### config.mk
export PLATFORM = sky130hd
export DESIGN_NAME = vga_scanout
export DESIGN_NICKNAME = d
export VERILOG_FILES = /design/src/rtl/vga_pkg.sv /design/src/rtl/vga_timing.sv /design/src/rtl/vga_scanout.sv
export SDC_FILE = /design/constraint.sdc
export NUM_CORES = 1
export LEC_CHECK = 0
export BUFFER_PORTS_ARGS = -buffer_cell sky130_fd_sc_hd__buf_2
export CAP_MARGIN = 20
export CORE_UTILIZATION = 55
export CTS_CLUSTER_DIAMETER = 30
export DETAILED_ROUTE_END_ITERATION = 10
export GPL_ROUTABILITY_DRIVEN = 0
export GPL_TIMING_DRIVEN = 0
export PLACE_DENSITY = 0.81
export SLEW_MARGIN = 20
export SYNTH_ARGS = -nofsm -noshare
export SYNTH_HDL_FRONTEND = slang
export SYNTH_SLANG_ARGS = --single-unit
export TNS_END_PERCENT = 5
### constraint.sdc
create_clock -name clk24_i -period 3.4 [get_ports clk24_i]
set_input_delay 0.68 -clock clk24_i [delete_from_list [all_inputs] [get_ports clk24_i]]
set_output_delay 0.68 -clock clk24_i [all_outputs]
set_load 0.05 [all_outputs]
### src/rtl/vga_pkg.sv
// Shared definitions for the VGA scan-out block: timing defaults, bus widths and the
// per-pixel pipeline stage record.
package vga_pkg;

   // 640x480 @ 60 Hz style timing, in pixels (horizontal) and lines (vertical)
   localparam int unsigned DefWidth  = 640;
   localparam int unsigned DefHeight = 480;
   localparam int unsigned DefHFront = 16;
   localparam int unsigned DefHSync  = 96;
   localparam int unsigned DefHBack  = 48;
   localparam int unsigned DefVFront = 10;
   localparam int unsigned DefVSync  = 2;
   localparam int unsigned DefVBack  = 33;

   localparam int unsigned HMaxCount = DefWidth + DefHFront + DefHSync + DefHBack;
   localparam int unsigned VMaxCount = DefHeight + DefVFront + DefVSync + DefVBack;

   localparam int unsigned ADDR_W = 19;
   localparam int unsigned PIX_W  = 4;
   // Counter width; covers totals up to 1023 pixels per line and lines per frame
   localparam int unsigned CntW   = 10;

   // One pixel's worth of control travelling alongside the frame-buffer read
   typedef struct packed {
      logic active;
      logic hs_n;
      logic vs_n;
      logic border;
   } pipe_t;

   // Blanked stage: no pixel, both syncs inactive
   localparam pipe_t PipeIdle = '{active: 1'b0, hs_n: 1'b1, vs_n: 1'b1, border: 1'b0};

endpackage

### src/rtl/vga_timing.sv
// Raster counters for the VGA scan-out plus stage-0 decode of active video, syncs,
// border (only when VGA_SCANOUT_BORDER_EN is defined) and the end-of-frame pulse.
module vga_timing
   import vga_pkg::*;
#(
   parameter int unsigned Width  = DefWidth,
   parameter int unsigned Height = DefHeight,
   parameter int unsigned HFront = DefHFront,
   parameter int unsigned HSync  = DefHSync,
   parameter int unsigned HBack  = DefHBack,
   parameter int unsigned VFront = DefVFront,
   parameter int unsigned VSync  = DefVSync,
   parameter int unsigned VBack  = DefVBack
) (
   input  logic            clk_i,
   input  logic            rst_i,
   input  logic            en_i,
   output logic [CntW-1:0] hor_o,
   output logic [CntW-1:0] ver_o,
   output pipe_t           stage_o,
   output logic            frame_end_o
);

   localparam int unsigned HMax = Width + HFront + HSync + HBack;
   localparam int unsigned VMax = Height + VFront + VSync + VBack;

   localparam logic [CntW-1:0] HLast     = CntW'(HMax - 1);
   localparam logic [CntW-1:0] VLast     = CntW'(VMax - 1);
   localparam logic [CntW-1:0] HActEnd   = CntW'(Width);
   localparam logic [CntW-1:0] VActEnd   = CntW'(Height);
   localparam logic [CntW-1:0] HSyncBeg  = CntW'(Width + HFront);
   localparam logic [CntW-1:0] HSyncEnd  = CntW'(Width + HFront + HSync);
   localparam logic [CntW-1:0] VSyncBeg  = CntW'(Height + VFront);
   localparam logic [CntW-1:0] VSyncEnd  = CntW'(Height + VFront + VSync);

   logic [CntW-1:0] hor_d, hor_q;
   logic [CntW-1:0] ver_d, ver_q;
   logic            frame_end_d, frame_end_q;

   // Next counter state; dropping en parks the scan at the top-left corner
   always_comb begin
      hor_d       = hor_q;
      ver_d       = ver_q;
      frame_end_d = 1'b0;
      if (!en_i) begin
         hor_d = '0;
         ver_d = '0;
      end else if (hor_q == HLast) begin
         hor_d = '0;
         if (ver_q == VLast) begin
            ver_d       = '0;
            frame_end_d = 1'b1;
         end else begin
            ver_d = ver_q + 1'b1;
         end
      end else begin
         hor_d = hor_q + 1'b1;
      end
   end

   // Counter and frame-end registers
   always_ff @(posedge clk_i) begin
      if (rst_i) begin
         hor_q       <= '0;
         ver_q       <= '0;
         frame_end_q <= 1'b0;
      end else begin
         hor_q       <= hor_d;
         ver_q       <= ver_d;
         frame_end_q <= frame_end_d;
      end
   end

   // Stage-0 decode; while disabled the stage is forced blank so the pipe drains
   always_comb begin
      stage_o = PipeIdle;
      if (en_i) begin
         stage_o.active = (hor_q < HActEnd) && (ver_q < VActEnd);
         stage_o.hs_n   = !((hor_q >= HSyncBeg) && (hor_q < HSyncEnd));
         stage_o.vs_n   = !((ver_q >= VSyncBeg) && (ver_q < VSyncEnd));
`ifdef VGA_SCANOUT_BORDER_EN
         stage_o.border = stage_o.active &&
                          ((hor_q == '0) || (hor_q == HActEnd - 1'b1) ||
                           (ver_q == '0) || (ver_q == VActEnd - 1'b1));
`endif
      end
   end

   assign hor_o       = hor_q;
   assign ver_o       = ver_q;
   assign frame_end_o = frame_end_q;

endmodule

### src/rtl/vga_scanout.sv
// VGA scan-out: raster-order frame-buffer reads, latency-matched control delay line and
// registered DAC outputs. Optional red border overlay under VGA_SCANOUT_BORDER_EN.
module vga_scanout
   import vga_pkg::*;
#(
   parameter int unsigned Width   = DefWidth,
   parameter int unsigned Height  = DefHeight,
   parameter int unsigned HFront  = DefHFront,
   parameter int unsigned HSync   = DefHSync,
   parameter int unsigned HBack   = DefHBack,
   parameter int unsigned VFront  = DefVFront,
   parameter int unsigned VSync   = DefVSync,
   parameter int unsigned VBack   = DefVBack,
   parameter int unsigned MEM_LAT = 1
) (
   input  logic              clk24_i,
   input  logic              rst_i,
   input  logic              en_i,
   output logic [ADDR_W-1:0] rd_addr_o,
   input  logic [PIX_W-1:0]  rd_data_i,
   output logic [PIX_W-1:0]  vga_r_o,
   output logic [PIX_W-1:0]  vga_g_o,
   output logic [PIX_W-1:0]  vga_b_o,
   output logic              vga_hsync_o,
   output logic              vga_vsync_o,
   output logic              frame_end_o
);

   // One stage for the address register plus MEM_LAT for the buffer
   localparam int Depth = int'(MEM_LAT) + 1;

   logic [CntW-1:0] hor, ver;
   pipe_t           stage0;

   vga_timing #(
      .Width  (Width),
      .Height (Height),
      .HFront (HFront),
      .HSync  (HSync),
      .HBack  (HBack),
      .VFront (VFront),
      .VSync  (VSync),
      .VBack  (VBack)
   ) u_timing (
      .clk_i       (clk24_i),
      .rst_i       (rst_i),
      .en_i        (en_i),
      .hor_o       (hor),
      .ver_o       (ver),
      .stage_o     (stage0),
      .frame_end_o (frame_end_o)
   );

   logic [ADDR_W-1:0] rd_addr_d, rd_addr_q;
   pipe_t             dly_d [Depth];
   pipe_t             dly_q [Depth];
   pipe_t             tail;
   logic [PIX_W-1:0]  r_d, r_q, g_d, g_q, b_d, b_q;
   logic              hsync_d, hsync_q, vsync_d, vsync_q;

   // Linear address of the current pixel, full 19-bit product; 0 during blanking
   always_comb begin
      rd_addr_d = '0;
      if (stage0.active) begin
         rd_addr_d = ADDR_W'(hor) + ADDR_W'(ver) * ADDR_W'(Width);
      end
   end

   // Control delay line shifts stage-0 decode so it lines up with rd_data
   always_comb begin
      dly_d[0] = stage0;
      for (int i = 1; i < Depth; i++) begin
         dly_d[i] = dly_q[i-1];
      end
   end

   assign tail = dly_q[Depth-1];

   // Output pixel select: blank, buffer data, or border colour
   always_comb begin
      r_d     = '0;
      g_d     = '0;
      b_d     = '0;
      hsync_d = tail.hs_n;
      vsync_d = tail.vs_n;
      if (tail.active) begin
         r_d = rd_data_i;
         g_d = rd_data_i;
         b_d = rd_data_i;
      end
`ifdef VGA_SCANOUT_BORDER_EN
      if (tail.border) begin
         r_d = '1;
         g_d = '0;
         b_d = '0;
      end
`endif
   end

`ifndef VGA_SCANOUT_BORDER_EN
   // Border bit is always clear in this build
   logic unused_border;
   assign unused_border = tail.border;
`endif

   // Address, delay-line and DAC output registers
   always_ff @(posedge clk24_i) begin
      if (rst_i) begin
         rd_addr_q <= '0;
         for (int i = 0; i < Depth; i++) begin
            dly_q[i] <= PipeIdle;
         end
         r_q     <= '0;
         g_q     <= '0;
         b_q     <= '0;
         hsync_q <= 1'b1;
         vsync_q <= 1'b1;
      end else begin
         rd_addr_q <= rd_addr_d;
         dly_q     <= dly_d;
         r_q       <= r_d;
         g_q       <= g_d;
         b_q       <= b_d;
         hsync_q   <= hsync_d;
         vsync_q   <= vsync_d;
      end
   end

   assign rd_addr_o   = rd_addr_q;
   assign vga_r_o     = r_q;
   assign vga_g_o     = g_q;
   assign vga_b_o     = b_q;
   assign vga_hsync_o = hsync_q;
   assign vga_vsync_o = vsync_q;

endmodule

=== After elaboration in Yosys (flattened, before gate mapping) ===
Index checks and enable logic that the tools add are counted.

* Flip-flop bits (word level): 52
* Bits of input ports: 7
* Logic and storage cells: 42

* $add $sub $neg: 3
* Multipliers: 1
* Order comparisons: 6
* Eq/ne operators: 2
* Mux-type cells: 3
* Bitwise logic cells: 4
* Reductions and logical operators: 10

{| class="wikitable"
|+ Operator list
! operator !! number
|-
| adder 10 x 1 -> 10 bit, second input constant || 2
|-
| == test 10 bit, second input constant || 2
|-
| < comparator 10 bit, second input constant || 2
|-
| < comparator 10 x 9 -> 1 bit, second input constant || 2
|-
| adder 10 x 19 -> 19 bit || 1
|-
| multiplier 10 x 3 -> 12 bit, second input constant || 1
|-
| >= comparator 10 bit, second input constant || 1
|-
| >= comparator 10 x 9 -> 1 bit, second input constant || 1
|-
| 2-to-1 mux 10 bit || 1
|-
| OR reduction 2 bit || 3
|-
| OR reduction 3 bit || 2
|-
| NOT 1 bit || 4
|-
| logical AND 1 bit || 3
|-
| 2-to-1 mux 3 bit || 1
|-
| logical NOT 1 bit || 2
|-
| 2-to-1 mux 1 bit || 1
|}

=== Logic depth before layout (Yosys ltp) ===
* Depth in word-level cells: 6
* Mapped depth: 9
* Gate-level depth less buffers: 9

=== Modules after synthesis ===
From an unflattened synthesis, not the netlist that was laid out.

* Cell total of the unflattened synthesis: 284
* Area total of the unflattened synthesis: 2666.3 sq um

{| class="wikitable"
|+ Modules (own cells, without submodules)
! module !! times used !! cells an instance !! area each (sq um) !! sequential area each (sq um)
|-
| vga_scanout || 1 || 155 || 1587.8 || 620.6
|-
| vga_timing || 1 || 129 || 1078.5 || 420.4
|}

=== Least setup slack after synthesis ===
No wires, ideal clock.

* Kind: register to register
* From: register u_timing.ver_q[3] (netlist: u_timing.ver_o[3])
* To: register rd_addr_q[18] (netlist: rd_addr_o[18])
* Setup time: 78 ps
* Data arrival time: 2551 ps
* Slack: 771 ps
* Cell stages (with the launch flop): 10
* Buffers on the path: 0
* Cell sequence: dfxtp_1 -> ha_1 -> ha_1 -> fa_1 -> a211oi_1 -> o21ai_1 -> a221oi_2 -> nand4_1 -> o21a_1 -> nor3_1

* Word-level cells in the longest chain between the ends: 5
* Elaborated cells on any way between the ends: 7
* Classes of those cells: add/sub: 1; mul: 1; order compare: 1; mux: 1; bitwise: 1; reduce/logical: 2

{| class="wikitable"
|+ RTL lines
! element !! line !! RTL
|-
| from (decl) || vga_timing.sv:37 || <nowiki>logic [CntW-1:0] ver_d, ver_q;</nowiki>
|-
| from (signal assigned) || vga_timing.sv:69 || <nowiki>ver_q <= ver_d;</nowiki>
|-
| parallel branches: the longest is 5 deep, another holds adder 10 x 19 -> 19 bit || n/a ||
|-
| to (signal assigned) || vga_scanout.sv:119 || <nowiki>rd_addr_q <= rd_addr_d;</nowiki>
|-
| to (decl) || vga_scanout.sv:54 || <nowiki>logic [ADDR_W-1:0] rd_addr_d, rd_addr_q;</nowiki>
|}

Several ways; the timed one is not identified.
A chain may end at the register's enable or synchronous reset.

=== Worst setup path in the final report ===
* From: register u_timing.ver_q[1] (netlist: u_timing.ver_o[1])
* To: register rd_addr_q[18] (netlist: rd_addr_o[18])

Same word-level chain as after synthesis.

==> reports/metrics.csv <==
stage,metric,value,unit
cts,CTS Hold Bufs,0,
cts,Root Buffer,clkbuf_8,
die,DIE AREA,4960,µm²
sta,Slew HR,65.7,%
route,met1 wire length,2.10,mm
sta,Final Critical Period,3.06,ns
synthesis,Post-Syn Area,2580,µm²
sta,final worst-path cycle share,90.0,%
die,io pins,41,
final_layout,antenna cells,0,
critical_path,"Data required, critical path",3.63,ns
cts,cts repair resizes,0,
route,Routed wire per std cell,12.2,µm
job,Max-Cap Viols,0,
critical_path,RR Startpoint,u_timing.ver_o[1],
sta,fmax,327,MHz
synthesis,synth unique cells,50,
critical_path,Setup CP Type,flop to flop,
global_route,GRT Util Overall,18.3,%
cts,setup bufs post-CTS,0,
sta,setup_tns,0,ns
synthesis,top post-synthesis cells by area,"dfxtp_1, ha_1, nor2_1",
pwr,PD cells,340,nW/µm²
synthesis,fraction of registers with async set/reset,0,%
synthesis,Post-synth top flop,dfxtp_1,
cts,Clock Latency Late Sink,0.31,ns
sta,Final Setup Violations,0,
route,top layer in use,met4,
die,Die Ht,70.5,µm
pwr,combinational power share,3.5,%
final_layout,filler cell count,353,
placed_design,dpl hpwl,3.38,mm
die,core box area,4410,µm²
route,1st-iter DRT viols,54,
pwr,sequential share of power,61.7,%
critical_path,Worst Path Arrival,3.29,ns
critical_path,Setup crit end kind,flop,
sta,Worst-Margin Slew,0.511,ns
pwr,Net Sw Power,227,µW
global_route,antenna violations before repair,0,
pwr,Clock Power Share,34.9,%
hold_path,worst hold-check path type,flop to flop,
synthesis,Synth top area share,40.4,%
pwr,Leak,1.32,nW
final_layout,layout cells sized above 1,23.3,%
critical_path,beginning of the critical path,u_timing.ver_o[1],
cts,clock transition at the registers of the reported paths,0.09,ns
synthesis,"EDFF count, synth",0,
final_layout,Finished Core Util,66.4,%
global_route,vias in the first global route,1683,
outcome,status,"complete, no violations",
critical_path,worst reg-to-reg setup slack,0.34,ns
critical_path,Worst Setup Start Kind,flop,
cts,TritonCTS Buffers,5,
final_layout,post-layout net count,349,
route,routed wire length,4.50,mm
sta,RSZ-0062 raised after global routing,false,
critical_path,Crit Path Max Fanout,7,
route,residual DRC count,0,
synthesis,synth warn,0,
global_route,first-pass GRT wire length,7.20,mm
route,routed vias,1955,
cts,CTS tree,yes,
critical_path,crit path to,rd_addr_o[18],
synthesis,Post-Syn Instances,270,
die,Die Width,70.5,µm
final_layout,"leading cell type in the layout, fill and taps excluded",dfxtp_1,
cts,clock sink total,52,
synthesis,#FFs+latches synth,52,
final_layout,fin cells,370,
pwr,switching share of power,22.8,%
die,Initial Util,58.4,%
critical_path,crit-path max cell delay,0.48,ns
critical_path,depth of the worst register-to-register path,9,
placed_design,# port buffers,40,
global_route,grt ovf,0,
route,met3 WL,191,µm
route,post-route ant nets,0,
placed_design,Placed Cells,362,
sta,Final Hold Vio Count,0,
die,# rows,24,
route,drt pass-1 iters,4,
pwr,Power Total,996,µW
synthesis,Synth area leader,dfxtp_1,
route,met2 wire len,2.15,mm
sta,pins over their slew limit,0,
synthesis,syn_area_per_cell,9.55,µm²
global_route,largest net degree at the start of global routing,17,
critical_path,CP Cell Sequence,ha_1 -> ha_1 -> fa_1 -> a211oi_1 -> o21ai_1 -> a221oi_2 -> nand4_1 -> o21a_1 -> nor3_1,
critical_path,reg2reg end,rd_addr_o[18],
critical_path,slowest CP cell,dfxtp_1,
synthesis,"Seq/Total Area, Yosys",40.4,%
final_layout,Synth-to-Final Area Change,13.7,%
cts,CTS max path bufs,2,
pwr,Max IR drop VDD,0.223,mV
cts,CTS H-tree depth,2,
pwr,Int Power,769,µW
route,DR vias/cell,5.28,
synthesis,Post-Syn Nets,302,
critical_path,most used cell along the critical path,ha_1,
sta,Fin Clk Skew,0.00784,ns
final_layout,most frequent cells in the layout,"dfxtp_1, buf_2, nor2_1, ha_1, xor2_1",
==> critical path: cells and delay by family (launching register included) <==
family	cells	cell delay [ns]
AND/OR/NAND/NOR	2	0.34
flip-flops	1	0.48
AO/OA/AOI/OAI	4	1.15
adder cells (fa/ha/maj)	3	1.01
==> metal layers <==
layer / GRT usage (%) / vias up
met3: 4.91 / 6
met4: 7.33 / 0
met5: 0 / -
li1: - / 1015
met2: 31.4 / 40
met1: 21.5 / 894
==> sequential cells by signal, summed over array words and instances, names as in the netlist <==
register              flops
dly_d                     3
dly_q                     1
hsync_d                   1
rd_addr_o                19
u_timing.frame_end_o      1
u_timing.hor_o           10
u_timing.ver_o           10
vga_b_o                   4
vga_hsync_o               1
vga_vsync_o               1
vsync_d                   1
==> Yosys cell counts, drive strengths merged, types with 3 or more instances <==
library cell  number
nand2              8
nor2              40
xnor2              8
nor2b              6
ha                23
o21ai              7
buf                9
dfxtp             52
nand3             11
nor3b              3
clkbuf             5
a211oi             4
nor3               8
nand2b             3
nand4              9
a21oi              3
inv               10
xor2              17
and3               3
and2               9
or2                7
==> how the worst min path moves through the flow <==
| stage | startpoint | cells past startpoint | endpoint | slack [ns] |
|---|---|---|---|---|
| floorplan | dly_d[2] | 1 | hsync_d | 0.39 |
| global placement | vsync_d | 1 | vga_vsync_o | 0.39 |
| detailed placement | dly_d[2] | 1 | hsync_d | 0.40 |
| CTS | vsync_d | 1 | vga_vsync_o | 0.42 |
| global route | hsync_d | 1 | vga_hsync_o | 0.44 |
| finish | dly_d[2] | 1 | hsync_d | 0.42 |
==> power groups by stage <==
stage	Sequential [mW]	Clock, mW	Combinational (mW)
2_1_floorplan	0.632	0	0.0197
3_3_place_gp	0.628	0	0.0344
3_5_place_dp	0.628	0	0.0349
4_1_cts	0.614	0.357	0.0350
5_1_grt	0.615	0.390	0.0375
6_report	0.614	0.347	0.0345
==> area by class of cell <==
| type | count | area [µm²] | share of cell area [%] |
|---|---|---|---|
| multi-input cells | 194 | 1420 | 48.3 |
| flip-flops and latches | 52 | 1040 | 35.5 |
| repair buffers | 40 | 200 | 6.83 |
| plain buffers | 14 | 83.8 | 2.86 |
| clock buffers | 6 | 72.6 | 2.48 |
| well taps | 52 | 65.1 | 2.22 |
| inverters | 10 | 37.5 | 1.28 |
| clock inverters | 2 | 16.3 | 0.555 |
==> logic make-up (layout without fill, tap and decap cells) <==
group	count (synthesis)	count (layout)	share of synthesized area, %
AOI/OAI and AO/OA	26	26	7.57
xor gates and xnor gates	25	25	8.79
adders and majority gates	25	25	12.7
buffers and inverters	24	72	4.71
DFF	52	52	40.4
muxes	1	1	0.388
and+or+nand+nor	117	117	25.4
==> metrics by stage <==
step	hold slack, ns	area, µm²	setup WS, ns
6_report	0.419	2930	0.339
5_1_grt	0.441	2930	0.222
4_1_cts	0.421	2930	0.403
3_5_place_dp	0.398	2840	0.453
3_3_place_gp	0.394	2840	0.508
2_1_floorplan	0.389	2580	0.771
No activity file was read; power rests on OpenSTA's default activity.
